==> src/rtl/vram_arbiter.sv <==
// vram_arbiter
//
// Shares one synchronous single-port video RAM between the character-cell
// display fetch and a host port. Each 8-pixel character cell is split into
// eight slots taken from hpos[2:0]:
//   slot 0     : display fetch of the current cell's tile code (when visible)
//   slot 1..5  : host requests may be granted
//   slot 6, 7  : never granted, so a read granted at slot 5 completes at
//                slot 7 and the bus is always free for the next slot-0 fetch
//
// Optional feature (macro VRAM_ARB_STALL_COUNT_EN):
//   When defined, stall_count counts the cycles in which the host is
//   requesting in IDLE but cannot be granted. The count saturates at 16'hFFFF.
//   When undefined, stall_count is tied to zero.
//
// Ports
//   clk          : single clock, shared with the RAM
//   reset        : synchronous, active-high
//   hpos, vpos   : beam position from hvsync_generator
//   display_on   : visible-area flag
//   host_req     : host request, held with its command until host_ack
//   host_we      : 1 = write, 0 = read
//   host_addr    : host word address
//   host_wdata   : host write data
//   host_ack     : one-cycle completion pulse
//   host_rdata   : read result, held until the next read completes
//   ram_addr     : RAM address
//   ram_we       : RAM write enable
//   ram_din      : RAM write data
//   ram_dout     : RAM read data, one cycle after the address
//   tile_code    : word fetched for the current character cell
//   stall_count  : denied-request cycle counter

module vram_arbiter #(
    parameter  int ROW_BITS = 5,
    parameter  int COL_BITS = 5,
    parameter  int DATA_W   = 8,
    localparam int AW       = ROW_BITS + COL_BITS
) (
    input  logic              clk,
    input  logic              reset,
    input  logic [8:0]        hpos,
    input  logic [8:0]        vpos,
    input  logic              display_on,
    input  logic              host_req,
    input  logic              host_we,
    input  logic [AW-1:0]     host_addr,
    input  logic [DATA_W-1:0] host_wdata,
    output logic              host_ack,
    output logic [DATA_W-1:0] host_rdata,
    output logic [AW-1:0]     ram_addr,
    output logic              ram_we,
    output logic [DATA_W-1:0] ram_din,
    input  logic [DATA_W-1:0] ram_dout,
    output logic [DATA_W-1:0] tile_code,
    output logic [15:0]       stall_count
);

    typedef enum logic [1:0] {
        IDLE    = 2'd0,
        WR_ACK  = 2'd1,
        RD_WAIT = 2'd2,
        RD_ACK  = 2'd3
    } state_t;

    state_t state;
    state_t state_next;

    logic [2:0]    slot;
    logic [AW-1:0] disp_addr;
    logic          display_fetch;
    logic          slot_grantable;
    logic          grant;
    logic          fetch_pending;

    // Beam bits that do not take part in addressing.
    logic unused_beam_bits;
    assign unused_beam_bits = ^{hpos[8:COL_BITS+3], vpos[8:ROW_BITS+3], vpos[2:0]};

    assign slot      = hpos[2:0];
    assign disp_addr = {vpos[ROW_BITS+2:3], hpos[COL_BITS+2:3]};

    // Slot 0 is never grantable, so a display fetch and a host grant can never
    // coincide; the display owns the bus by construction.
    assign display_fetch  = (slot == 3'd0) && display_on;
    assign slot_grantable = (slot >= 3'd1) && (slot <= 3'd5);

    // Gating with reset keeps ram_we low from the very cycle reset asserts.
    assign grant = !reset && (state == IDLE) && host_req && slot_grantable;

    always_ff @(posedge clk) begin
        if (reset) begin
            state <= IDLE;
        end else begin
            state <= state_next;
        end
    end

    // Next state and the RAM/host strobes. With no host grant the address
    // defaults to the display address, which also serves the slot-0 fetch.
    always_comb begin
        state_next = state;
        ram_addr   = disp_addr;
        ram_we     = 1'b0;
        ram_din    = host_wdata;
        host_ack   = 1'b0;

        case (state)
            IDLE: begin
                if (grant) begin
                    ram_addr   = host_addr;
                    ram_we     = host_we;
                    state_next = host_we ? WR_ACK : RD_WAIT;
                end
            end
            WR_ACK: begin
                host_ack   = !reset;
                state_next = IDLE;
            end
            RD_WAIT: begin
                state_next = RD_ACK;
            end
            RD_ACK: begin
                host_ack   = !reset;
                state_next = IDLE;
            end
            default: begin
                state_next = IDLE;
            end
        endcase
    end

    // The RAM returns the fetched word during the slot-1 cycle after a fetch.
    always_ff @(posedge clk) begin
        if (reset) begin
            fetch_pending <= 1'b0;
            tile_code     <= '0;
        end else begin
            fetch_pending <= display_fetch;
            if (fetch_pending && (slot == 3'd1)) begin
                tile_code <= ram_dout;
            end
        end
    end

    // Read data arrives during RD_WAIT and is held for the ack and beyond.
    always_ff @(posedge clk) begin
        if (reset) begin
            host_rdata <= '0;
        end else if (state == RD_WAIT) begin
            host_rdata <= ram_dout;
        end
    end

`ifdef VRAM_ARB_STALL_COUNT_EN
    always_ff @(posedge clk) begin
        if (reset) begin
            stall_count <= 16'h0000;
        end else if ((state == IDLE) && host_req && !grant && (stall_count != 16'hFFFF)) begin
            stall_count <= stall_count + 16'd1;
        end
    end
`else
    assign stall_count = 16'h0000;
`endif

endmodule

==> config.mk <==
export PLATFORM = sky130hd
export DESIGN_NAME = vram_arbiter
export DESIGN_NICKNAME = d
export VERILOG_FILES = /design/src/rtl/vram_arbiter.sv
export SDC_FILE = /design/constraint.sdc
export NUM_CORES = 1
export LEC_CHECK = 0
export BUFFER_PORTS_ARGS = -buffer_cell sky130_fd_sc_hd__buf_2
export CAP_MARGIN = 20
export CORE_MARGIN = 10
export CORE_UTILIZATION = 39
export DETAILED_ROUTE_END_ITERATION = 12
export GPL_TIMING_DRIVEN = 0
export PLACE_DENSITY = 0.79
export RECOVER_POWER = 25
export REMOVE_ABC_BUFFERS = 1
export SLEW_MARGIN = 15
export SYNTH_ARGS = -nofsm -noshare
export SYNTH_HDL_FRONTEND = slang
export SYNTH_SLANG_ARGS = --single-unit
==> constraint.sdc <==
create_clock -name clk -period 2.8 [get_ports clk]
set_input_delay 0.7 -clock clk [delete_from_list [all_inputs] [get_ports clk]]
set_output_delay 0.7 -clock clk [all_outputs]
set_load 0.01 [all_outputs]
==> metrics.txt <==
status=complete, no violations; async set or reset register ratio after synthesis=0%; H-tree levels=1; TritonRoute pass-1 iters=4; die area=0.00604 sq mm; top cell type's share of synthesized area=29.3%; dominant cells by area after synthesis=dfxtp_1, buf_4, or3_1; Unique masters post-synth=22; max incr delay on CP=520 ps; RSZ-0062 raised after global routing=true; hpwl dp=3.03 mm; gr ovfl total=0; pre-CTS setup slack=-209 ps; most frequent cell after synthesis=nor2_1; final layout net count=286; Initial Util=about two fifths; CTS Buffer Depth=2; Post-Syn Instances=183; core footprint=roughly 0.0031 sq mm; clock net sink count=19; CP Max Fanout=5; Critical Path AT=between 2000 and 2500 ps; latest clock arrival within the worst-skew pair=300 ps; largest area contributor in the synthesized netlist=dfxtp_1; Hold Path Cell Cnt=2; Post-synth EDFFs=0; final setup violating endpoints=0; critical path data required time=approximately 2100 ps; Num CTS Buffers=3; Final Hold Fails=0; relative slew slack=52.3%; startpoint types=input port; die height=between 70 and 80 um; final worst slack=roughly 44 ps; synthesis-to-layout area growth=30.5%; Hold Path Sink=host_rdata[6]; Warnings, synthesis=0; largest net degree at the start of global routing=16; HP Start=host_rdata[6]; Worst Skew=slightly below 8 ps; Slowest cell on crit path=or4b_4; ANT cells=0; Post-Route WL=around 4.2 mm; register area share after synthesis=29.3%; via count of the first global-routing pass=between 1000 and 1500; Synth top cells by count=nor2_1, buf_4, or3_1; Residual DRC=0; Max-cap violations=0; post-route ant nets=0; final max-slew violation count=0; clock-pin slew on the worst setup and hold paths=110 ps; crit share post-route=a little over nine tenths; Max Fclk=363 MHz; via count=1399; number of port buffers=63; PwrDens=358 mW/mm^2; reg-to-reg setup timing slack=about 1400 ps; standard-cell row count=20; Mapped Area=~0.0013 sq mm; Crit Path Category=input port to output port; WL/cell=14.8 um; Synth Register Bits=19; Min-Delay Path Class=flop to flop; Syn Area/Cell=just over 7 sq um; r2r endpoint=tile_code[1]; fin crit period=2760 ps; initial antenna violation count=0; first-pass GRT wire length=6.68 mm; Root Driver=clkbuf_4; Least-Margin Pin Slew=714 ps; placer congestion estimate=0.764; Core Util, Final=roughly 54%; crit-path cells=buf_16 > or4b_4 > or3_1 > a21oi_1 > nor4_1 > buf_2; RR Startpoint=fetch_pending; All-Layer GR Usage=12.8%; vias per cell=5.00; CTS tree=yes; share of post-route cells with drive strength above 1=35.6%; Worst Setup End Kind=output port; Iter 0 DRT Violations=95; Die X-Extent=77.7 um; Most used DFF post-synth=dfxtp_1; worst reg2reg path depth=3; I/O pin count=101; peak supply drop=a little under 0.3 mV; static leakage=approximately 0.75 nW
-- where the power goes --
part           internal (mW)  total (mW)  switching (mW)
Clock                 0.0544       0.139          0.0842
Combinational         0.0814       0.183           0.102
Sequential             0.278       0.284         0.00655
Total                  0.413       0.606           0.193
-- logic make-up (layout without fill, tap and decap cells) --
logic type / Yosys count / count (layout) / share of synthesized area [%]
AO/OA/AOI/OAI: 21 / 21 / 8.38
buffers and inverters: 37 / 73 / 18.3
flip-flops: 19 / 19 / 29.3
multiplexers: 8 / 8 / 6.17
other: 1 / 16 / 0.289
AND/OR/NAND/NOR: 97 / 99 / 37.6
-- critical path: cells and delay by family --
kind	cells	cell delay, ps
AO/OA/AOI/OAI	1	130
buffers and inverters	2	250
AND/OR/NAND/NOR	3	970
-- per-stage QoR --
stage          TNS, ps  cells  hold slack (ps)  cell area [sq um]  total power [mW]
2_1_floorplan    -1290    161              474               1120             0.366
3_3_place_gp    -12940    268              438               1490             0.440
3_5_place_dp     -1960    269              443               1520             0.446
4_1_cts          -27.5    278              457               1650             0.604
5_1_grt          -10.4    280              474               1700             0.642
6_report             0    280              453               1700             0.606
-- layout by cell type, fill, tap and decap left out, types with 2 or more instances in the layout --
cell,count
buf_2,62
nor2_1,29
or3_1,19
dfxtp_1,19
nand2_1,18
conb_1,16
a21oi_1,14
nor3_1,10
nor4_1,10
mux2i_1,8
buf_4,5
a21oi_2,4
or4b_4,3
clkbuf_4,3
nand2b_1,2
and3_1,2
nor2b_1,2
-- flip-flops by register name (all words and copies together) (netlist names) --
| name | flops |
|---|---|
| fetch_pending | 1 |
| tile_code | 8 |
| state | 2 |
| host_rdata | 8 |
-- area by class of cell --
cell class,instances,area [sq um]
clock buffer,3,22.5
clock inverter,1,7.51
fill,325,1430
multi-input combinational,144,822
sequential,19,380
tap,44,55.1
timing repair buffer,69,408
-- what timing repair did --
item | CTS | global route
pin swaps | 4 | 4
hold buffers | 0 | 0
gates resized for setup | 8 | 7
endpoints found under the setup margin | 10 | 9
gates cloned | 3 | 0
setup buffers | 2 | 2
-- worst max-delay path by stage --
stage | startpoint | end | slack (ps)
4_1_cts | reset | ram_addr[1] | -30
3_3_place_gp | reset | ram_addr[4] | -990
5_1_grt | reset | ram_addr[3] | -10
3_5_place_dp | reset | ram_addr[1] | -210
6_report | reset | ram_addr[1] | 40
2_1_floorplan | reset | ram_addr[0] | -130
-- per-layer routing --
layer	vias up	track usage, %	part of all wire [%]
li1	701	-	-
met1	623	14.2	39
met3	4	6.80	13
met4	0	2.74	0.55
met2	71	21.2	47
met5	-	0	0
(Power assumes the default switching activity.)
